<file path="config.mk">
export PLATFORM = sky130hd
export DESIGN_NAME = credit_flowcontrol
export DESIGN_NICKNAME = d
export VERILOG_FILES = /design/src/rtl/credit_flowcontrol.sv
export SDC_FILE = /design/constraint.sdc
export NUM_CORES = 1
export LEC_CHECK = 0
export CORE_MARGIN = 3
export CORE_UTILIZATION = 40
export CTS_BUF_LIST = sky130_fd_sc_hd__clkbuf_8
export CTS_CLUSTER_DIAMETER = 50
export DETAILED_ROUTE_END_ITERATION = 10
export MAX_ROUTING_LAYER = met4
export PLACE_DENSITY = 0.62
export SLEW_MARGIN = 15
export SYNTH_ARGS = -nofsm -noshare
export SYNTH_HDL_FRONTEND = slang
export SYNTH_SLANG_ARGS = --single-unit
</file>
<file path="constraint.sdc">
create_clock -name clk -period 2.2 [get_ports clk]
set_input_delay 0.66 -clock clk [delete_from_list [all_inputs] [get_ports clk]]
set_output_delay 0.66 -clock clk [all_outputs]
set_load 0.05 [all_outputs]
</file>
<file path="src/rtl/credit_flowcontrol.sv">
// ----------------------------------------------------------------------------
// credit_flowcontrol
//
// Per-output-port credit tracking for a router output stage. Each port keeps a
// count of free slots in the downstream FIFO. A flit may only be sent to a
// port while that port still holds a credit, and the downstream side returns
// one credit per freed slot. A per-port stall watchdog raises a sticky alarm
// when a port has been requested but starved of credits for STALL_LIMIT
// consecutive cycles.
//
// Optional feature macro: CREDIT_FC_ERR_CHK_EN
//   When defined, err becomes a sticky protocol-violation flag. It is set by
//   a send to an empty port, a credit returned to a full port, or a multi-hot
//   send. When undefined, err is tied low and no check logic is built.
//
// Parameters
//   NPORTS      number of output ports (bit 0=L, 1=N, 2=E, 3=W, 4=S)
//   CREDITS     downstream FIFO depth, 1..15
//   STALL_LIMIT consecutive blocked cycles before the alarm, 1..255
//
// Ports
//   clk         rising-edge clock
//   rst         synchronous active-high reset
//   port_sel    one-hot port requested by the head flit (0 = no request)
//   send        one-hot, flit transferred to port i this cycle
//   credit_in   one-cycle pulse per freed downstream slot on port i
//   ready_out   port i may accept a flit this cycle
//   credit_cnt  packed credit counters, port i at [i*CW +: CW]
//   port_idle   port i holds all of its credits
//   stall_alarm sticky per-port starvation flag
//   err         sticky protocol-violation flag (see macro above)
// ----------------------------------------------------------------------------
module credit_flowcontrol #(
    parameter int NPORTS      = 5,
    parameter int CREDITS     = 4,
    parameter int STALL_LIMIT = 64,
    localparam int CW         = $clog2(CREDITS + 1)
) (
    input  logic                 clk,
    input  logic                 rst,
    input  logic [NPORTS-1:0]    port_sel,
    input  logic [NPORTS-1:0]    send,
    input  logic [NPORTS-1:0]    credit_in,
    output logic [NPORTS-1:0]    ready_out,
    output logic [NPORTS*CW-1:0] credit_cnt,
    output logic [NPORTS-1:0]    port_idle,
    output logic [NPORTS-1:0]    stall_alarm,
    output logic                 err
);

    localparam logic [CW-1:0] CREDITS_W = CW'(CREDITS);
    localparam logic [CW-1:0] ONE_W     = CW'(1);
    localparam logic [7:0]    LIMIT_W   = 8'(STALL_LIMIT);
    localparam logic [7:0]    LIMIT_M1  = 8'(STALL_LIMIT - 1);

    logic [CW-1:0]     cnt   [NPORTS];
    logic [7:0]        stall [NPORTS];
    logic [NPORTS-1:0] blocked;

    // A port is blocked when its head flit wants it but no credit is left.
    always_comb begin
        blocked = '0;
        for (int i = 0; i < NPORTS; i++) begin
            blocked[i] = port_sel[i] && (cnt[i] == '0);
        end
    end

    // Credit counters and stall watchdogs. A simultaneous send and credit
    // return cancel out, and both directions saturate instead of wrapping.
    // The alarm is raised on the same edge the stall counter hits the limit.
    always_ff @(posedge clk) begin
        if (rst) begin
            for (int i = 0; i < NPORTS; i++) begin
                cnt[i]   <= CREDITS_W;
                stall[i] <= '0;
            end
            stall_alarm <= '0;
        end else begin
            for (int i = 0; i < NPORTS; i++) begin
                if (send[i] && !credit_in[i] && (cnt[i] != '0)) begin
                    cnt[i] <= cnt[i] - ONE_W;
                end else if (credit_in[i] && !send[i] && (cnt[i] < CREDITS_W)) begin
                    cnt[i] <= cnt[i] + ONE_W;
                end

                if (blocked[i]) begin
                    if (stall[i] != LIMIT_W) begin
                        stall[i] <= stall[i] + 8'd1;
                    end
                    if (stall[i] == LIMIT_M1) begin
                        stall_alarm[i] <= 1'b1;
                    end
                end else begin
                    stall[i] <= '0;
                end
            end
        end
    end

    // ready_out looks only at the registered count, never at send, so it is
    // safe to use when deciding whether to send. It is held low during reset.
    genvar g;
    generate
        for (g = 0; g < NPORTS; g++) begin : g_port
            assign ready_out[g]              = !rst && port_sel[g] && (cnt[g] != '0);
            assign port_idle[g]              = (cnt[g] == CREDITS_W);
            assign credit_cnt[g*CW +: CW]    = cnt[g];
        end
    endgenerate

`ifdef CREDIT_FC_ERR_CHK_EN
    logic violation;

    // A send paired with a same-cycle credit return on the same port is a
    // legal swap and is not flagged, even at the counter limits.
    always_comb begin
        violation = ($countones(send) > 1);
        for (int i = 0; i < NPORTS; i++) begin
            if (send[i] && !credit_in[i] && (cnt[i] == '0)) begin
                violation = 1'b1;
            end
            if (credit_in[i] && !send[i] && (cnt[i] == CREDITS_W)) begin
                violation = 1'b1;
            end
        end
    end

    // Sticky until reset.
    always_ff @(posedge clk) begin
        if (rst) begin
            err <= 1'b0;
        end else if (violation) begin
            err <= 1'b1;
        end
    end
`else
    assign err = 1'b0;
`endif

endmodule

</file>
==> impl_summary.md <==
Synth
The most frequent cell after synthesis is sky130_fd_sc_hd__edfxtp_1. Averaged over all synthesized cells, the footprint is 10.6 µm². Yosys printed 0 warnings. The net count of the mapped netlist is ~360. The biggest area contributor in the post-synthesis netlist is sky130_fd_sc_hd__edfxtp_1. The number of distinct library cells after synthesis is 47. The most used flip-flop cell after synthesis is sky130_fd_sc_hd__edfxtp_1. By area the synthesized netlist is led by sky130_fd_sc_hd__edfxtp_1, sky130_fd_sc_hd__dfxtp_1, sky130_fd_sc_hd__xor2_1, sky130_fd_sc_hd__ha_1, sky130_fd_sc_hd__nor2_1. The number of flip-flops and latches in the synthesized netlist is 60. The commonest cells after synthesis are sky130_fd_sc_hd__edfxtp_1, sky130_fd_sc_hd__nor2_1, sky130_fd_sc_hd__nor3_1, sky130_fd_sc_hd__xor2_1, sky130_fd_sc_hd__nand3_1. The mapped cell area is 3400 µm². The synthesized netlist cell count is ~320. The area share of the largest cell type after synthesis is 41.5%. The sequential fraction of the synthesis area is 49.1%. Of all flip-flops after synthesis, the portion carrying an async set or reset was 0%.

The number of flops mapped to enable cells by yosys is 47.

Pwr
The maximum vdd ir drop is between 0.3 and 0.4 mV. The cell area power density is roughly 640 nW/µm². The analysis attributes to cell leakage a power of 0.00193 µW.

Drt
In this run the remaining antenna-violating nets after routing total 0. After detailed routing, the average wire length per cell comes to 14.3 µm. The first detailed-routing pass took 4 iterations. Using the TritonRoute via totals, the vias-per-cell ratio works out to around 5. The final routed wirelength across all metal layers is 7.80 mm. For this run, design rule violations remaining after detail routing come to 0. After the first detailed-routing iteration, the DRC count stood at 125.

The final route contains 2786 vias.

Finish
The share of layout cells above drive strength 1 is a little over a third. The number of antenna repair diodes is 0. The number of filler cells placed in the layout is 691.

The finished layout holds between 500 and 600 standard cells, fillers aside. Cells fill 60.2% of the core in the end. From synthesis to final layout, the design area changed by 46.0%. The number of nets in the final layout is roughly 470.

Critical path
The setup slack of the worst register-to-register path is -0.11 ns. The critical path is of the reg -> reg type. The maximum fanout along the worst path is 8. The number of cells on the worst reg-to-reg path is 8. In this run the critical register-to-register path is launched from stall[2][0]. Data arrives at the worst endpoint at roughly 2.4 ns. The endpoint class of the critical path is a flip-flop. The end of the worst register-to-register path is stall[0][1]. The required time of the worst setup path is 2.28 ns. The worst setup path is launched from a flip-flop.

Timing
Setup repair after global routing could not meet its margin everywhere. The tightest hold path in the finished design has a slack of 0.476 ns. The clock period minus final worst setup slack is 2.31 ns. In the post-route analysis, the smallest setup slack over all paths is -0.108 ns. The number of slew-limit violations in the final report is 0. On the final layout, the worst clock skew is 0.00977 ns. The maximum clock rate is about 430 MHz. The fraction of the cycle the final worst path needs is 105%. Setup violations remaining at the end of the flow were counted as 16. The number of hold-slack violations in the final timing report is 0.

Place
The final weighted congestion in routability-driven placement is 0.806. After detailed placement, the design holds a cell count of 526. Timing analysis after detailed placement gives a worst setup slack of -0.663 ns. The count of buffers from port buffering is 46.

The total half-perimeter wirelength after legalization and detailed placement is 5.80 mm.

Global routing
The met3 capacity usage during global routing is 4.57%. The met2 usage is between 20% and 30%. For this run the aggregate overflow at the end of global routing stands at 0. The initial antenna violation count is 0. The layer flagged by global routing as most heavily used is met2. The via count of the first global-routing pass is around 2900. The global-route usage over all layers is between 15 and 20%. Global routing consumed, on the met1 layer, 22.3% of the routing resources.

The first global-routing pass estimated 13.4 mm of wire. The maximum number of pins on one net before global-route repair is 11.

Die
The standard-cell row count is 33. The total area inside the core boundary comes to 8260 µm². The floorplan step set the die height to 98.3 µm. The horizontal die dimension is roughly 100 µm. The die covers 9650 µm².

For this configuration, the core starts out at a cell density of 41.2%. In this run the count of I/O pins placed on the die edge is 48.

Clock network
TritonCTS built the clock tree. The TritonCTS buffer count is 9. After clock tree synthesis, the clock-pin slew on the worst setup and hold paths is 0.07 ns. The hold-fix buffer count after cts is 0. For the worst-skew pair, the clock arrives at the later sink with an insertion delay of ~0.34 ns. The H-tree generated during clock tree synthesis spans 3 levels. The clock drives 60 sinks. The longest clock path from root to sink contains 2 buffers. The cell sitting at the root of the clock tree is a sky130_fd_sc_hd__clkbuf_8.

Worst hold path
The end point of the worst hold path is stall_alarm[4]. The worst min-delay path category is reg -> reg. In this run the most critical hold path is launched from stall_alarm[4].

The worst hold path passes through 2 cells.

Run
The max-capacitance violation count is 0.

Run status
The final reports fail on setup timing. The run finished, with violations left.
metrics by stage:
| step | TNS [ns] | cell area [µm²] | total power (µW) |
|---|---|---|---|
| finish | -1.47 | 4970 | 3170 |
| global route | -3.86 | 4970 | 3330 |
| CTS | -1.17 | 4920 | 3190 |
| detailed placement | -22.69 | 4670 | 2270 |
| global placement | -20.85 | 4670 | 2260 |
| floorplan | -3.79 | 3580 | 1860 |
critical path, stage by stage (launching register included):
cell and delay (ns):
sky130_fd_sc_hd__edfxtp_1 0.39, sky130_fd_sc_hd__inv_1 0.07, sky130_fd_sc_hd__ha_1 0.13, sky130_fd_sc_hd__or4b_4 0.48, sky130_fd_sc_hd__nor4_4 0.32, sky130_fd_sc_hd__nand2_2 0.14, sky130_fd_sc_hd__nor4_4 0.28, sky130_fd_sc_hd__buf_6 0.19
sky130_fd_sc_hd__nor3b_1 0.05
logic make-up (layout without fill, tap and decap cells):
group	count (synthesis)	in the layout	share of synthesized area, %
muxes	1	1	0.331
DFF	60	60	49.1
other	1	1	0.110
adders and majority gates	17	17	7.13
xor gates and xnor gates	33	33	8.49
and+or+nand+nor	168	168	28.1
buffers and inverters	20	140	2.54
AOI/OAI and AO/OA	22	22	4.23
layout make-up:
class | instances | area [µm²] | area share (%)
inverter | 13 | 48.8 | 0.981
clock inverter | 5 | 21.3 | 0.428
clock buffer | 11 | 151 | 3.04
sequential | 60 | 1670 | 33.6
multi-input combinational | 242 | 1890 | 38.1
timing repair buffer | 111 | 1050 | 21.2
tap | 105 | 131 | 2.64
layer usage:
layer  routed length (µm)  up-vias
li1                     -     1392
met1                 3650     1336
met2                 3760       51
met3                  309        7
met4                   78        0
met5                    0        -
flip-flops by register name, summed over array words and instances, names as in the netlist:
name,cells
stall,40
cnt,15
stall_alarm,5
worst max-delay path by stage:
stage                     start           to  slack, ns
floorplan             cnt[2][0]  stall[3][6]      -0.29
global placement    port_sel[3]  stall[0][1]      -0.63
detailed placement  port_sel[3]  stall[0][6]      -0.66
CTS                 stall[2][0]  stall[0][6]      -0.09
global route        stall[2][1]  stall[0][1]      -0.26
finish              stall[2][0]  stall[0][1]      -0.11
power breakdown:
part	internal, µW	leakage [µW]	total, µW	switching (µW)
clock	454	0.000103	883	429
sequential	1280	0.000648	1320	39.2
combinational	428	0.00118	974	546
cells in the final DEF (no fill, tap or decap), types with 3 or more instances in the layout:
master / netlist / routed
sky130_fd_sc_hd__inv_2: 0 / 3
sky130_fd_sc_hd__nor2_1: 40 / 39
sky130_fd_sc_hd__ha_1: 13 / 12
sky130_fd_sc_hd__edfxtp_1: 47 / 47
sky130_fd_sc_hd__a31oi_1: 3 / 3
sky130_fd_sc_hd__xor2_1: 20 / 20
sky130_fd_sc_hd__clkbuf_8: 0 / 11
sky130_fd_sc_hd__nand3_1: 19 / 19
sky130_fd_sc_hd__nand2b_1: 14 / 12
sky130_fd_sc_hd__inv_1: 13 / 13
sky130_fd_sc_hd__nor3_1: 22 / 9
sky130_fd_sc_hd__dfxtp_1: 13 / 13
sky130_fd_sc_hd__and2_1: 7 / 7
sky130_fd_sc_hd__buf_6: 1 / 6
sky130_fd_sc_hd__nor3b_4: 0 / 4
sky130_fd_sc_hd__dlygate4sd2_1: 0 / 4
sky130_fd_sc_hd__clkdlybuf4s50_1: 0 / 14
sky130_fd_sc_hd__nor3b_1: 14 / 5
sky130_fd_sc_hd__nor4b_1: 3 / 3
sky130_fd_sc_hd__a21oi_1: 6 / 6
sky130_fd_sc_hd__nor3_2: 0 / 11
sky130_fd_sc_hd__nand2_1: 17 / 16
sky130_fd_sc_hd__nor3b_2: 0 / 5
sky130_fd_sc_hd__nor4_4: 1 / 4
sky130_fd_sc_hd__xnor2_1: 13 / 13
sky130_fd_sc_hd__buf_12: 0 / 12
sky130_fd_sc_hd__fa_1: 4 / 3
sky130_fd_sc_hd__buf_4: 1 / 73
sky130_fd_sc_hd__or4b_4: 1 / 3
sky130_fd_sc_hd__and3_1: 6 / 6
what timing repair did:
action,CTS,global route
buffers inserted,4,2
gates resized for setup,21,10
setup endpoints to repair,23,35
pin swaps,6,3
gates cloned,0,0
No activity file was read; power rests on OpenSTA's default activity.
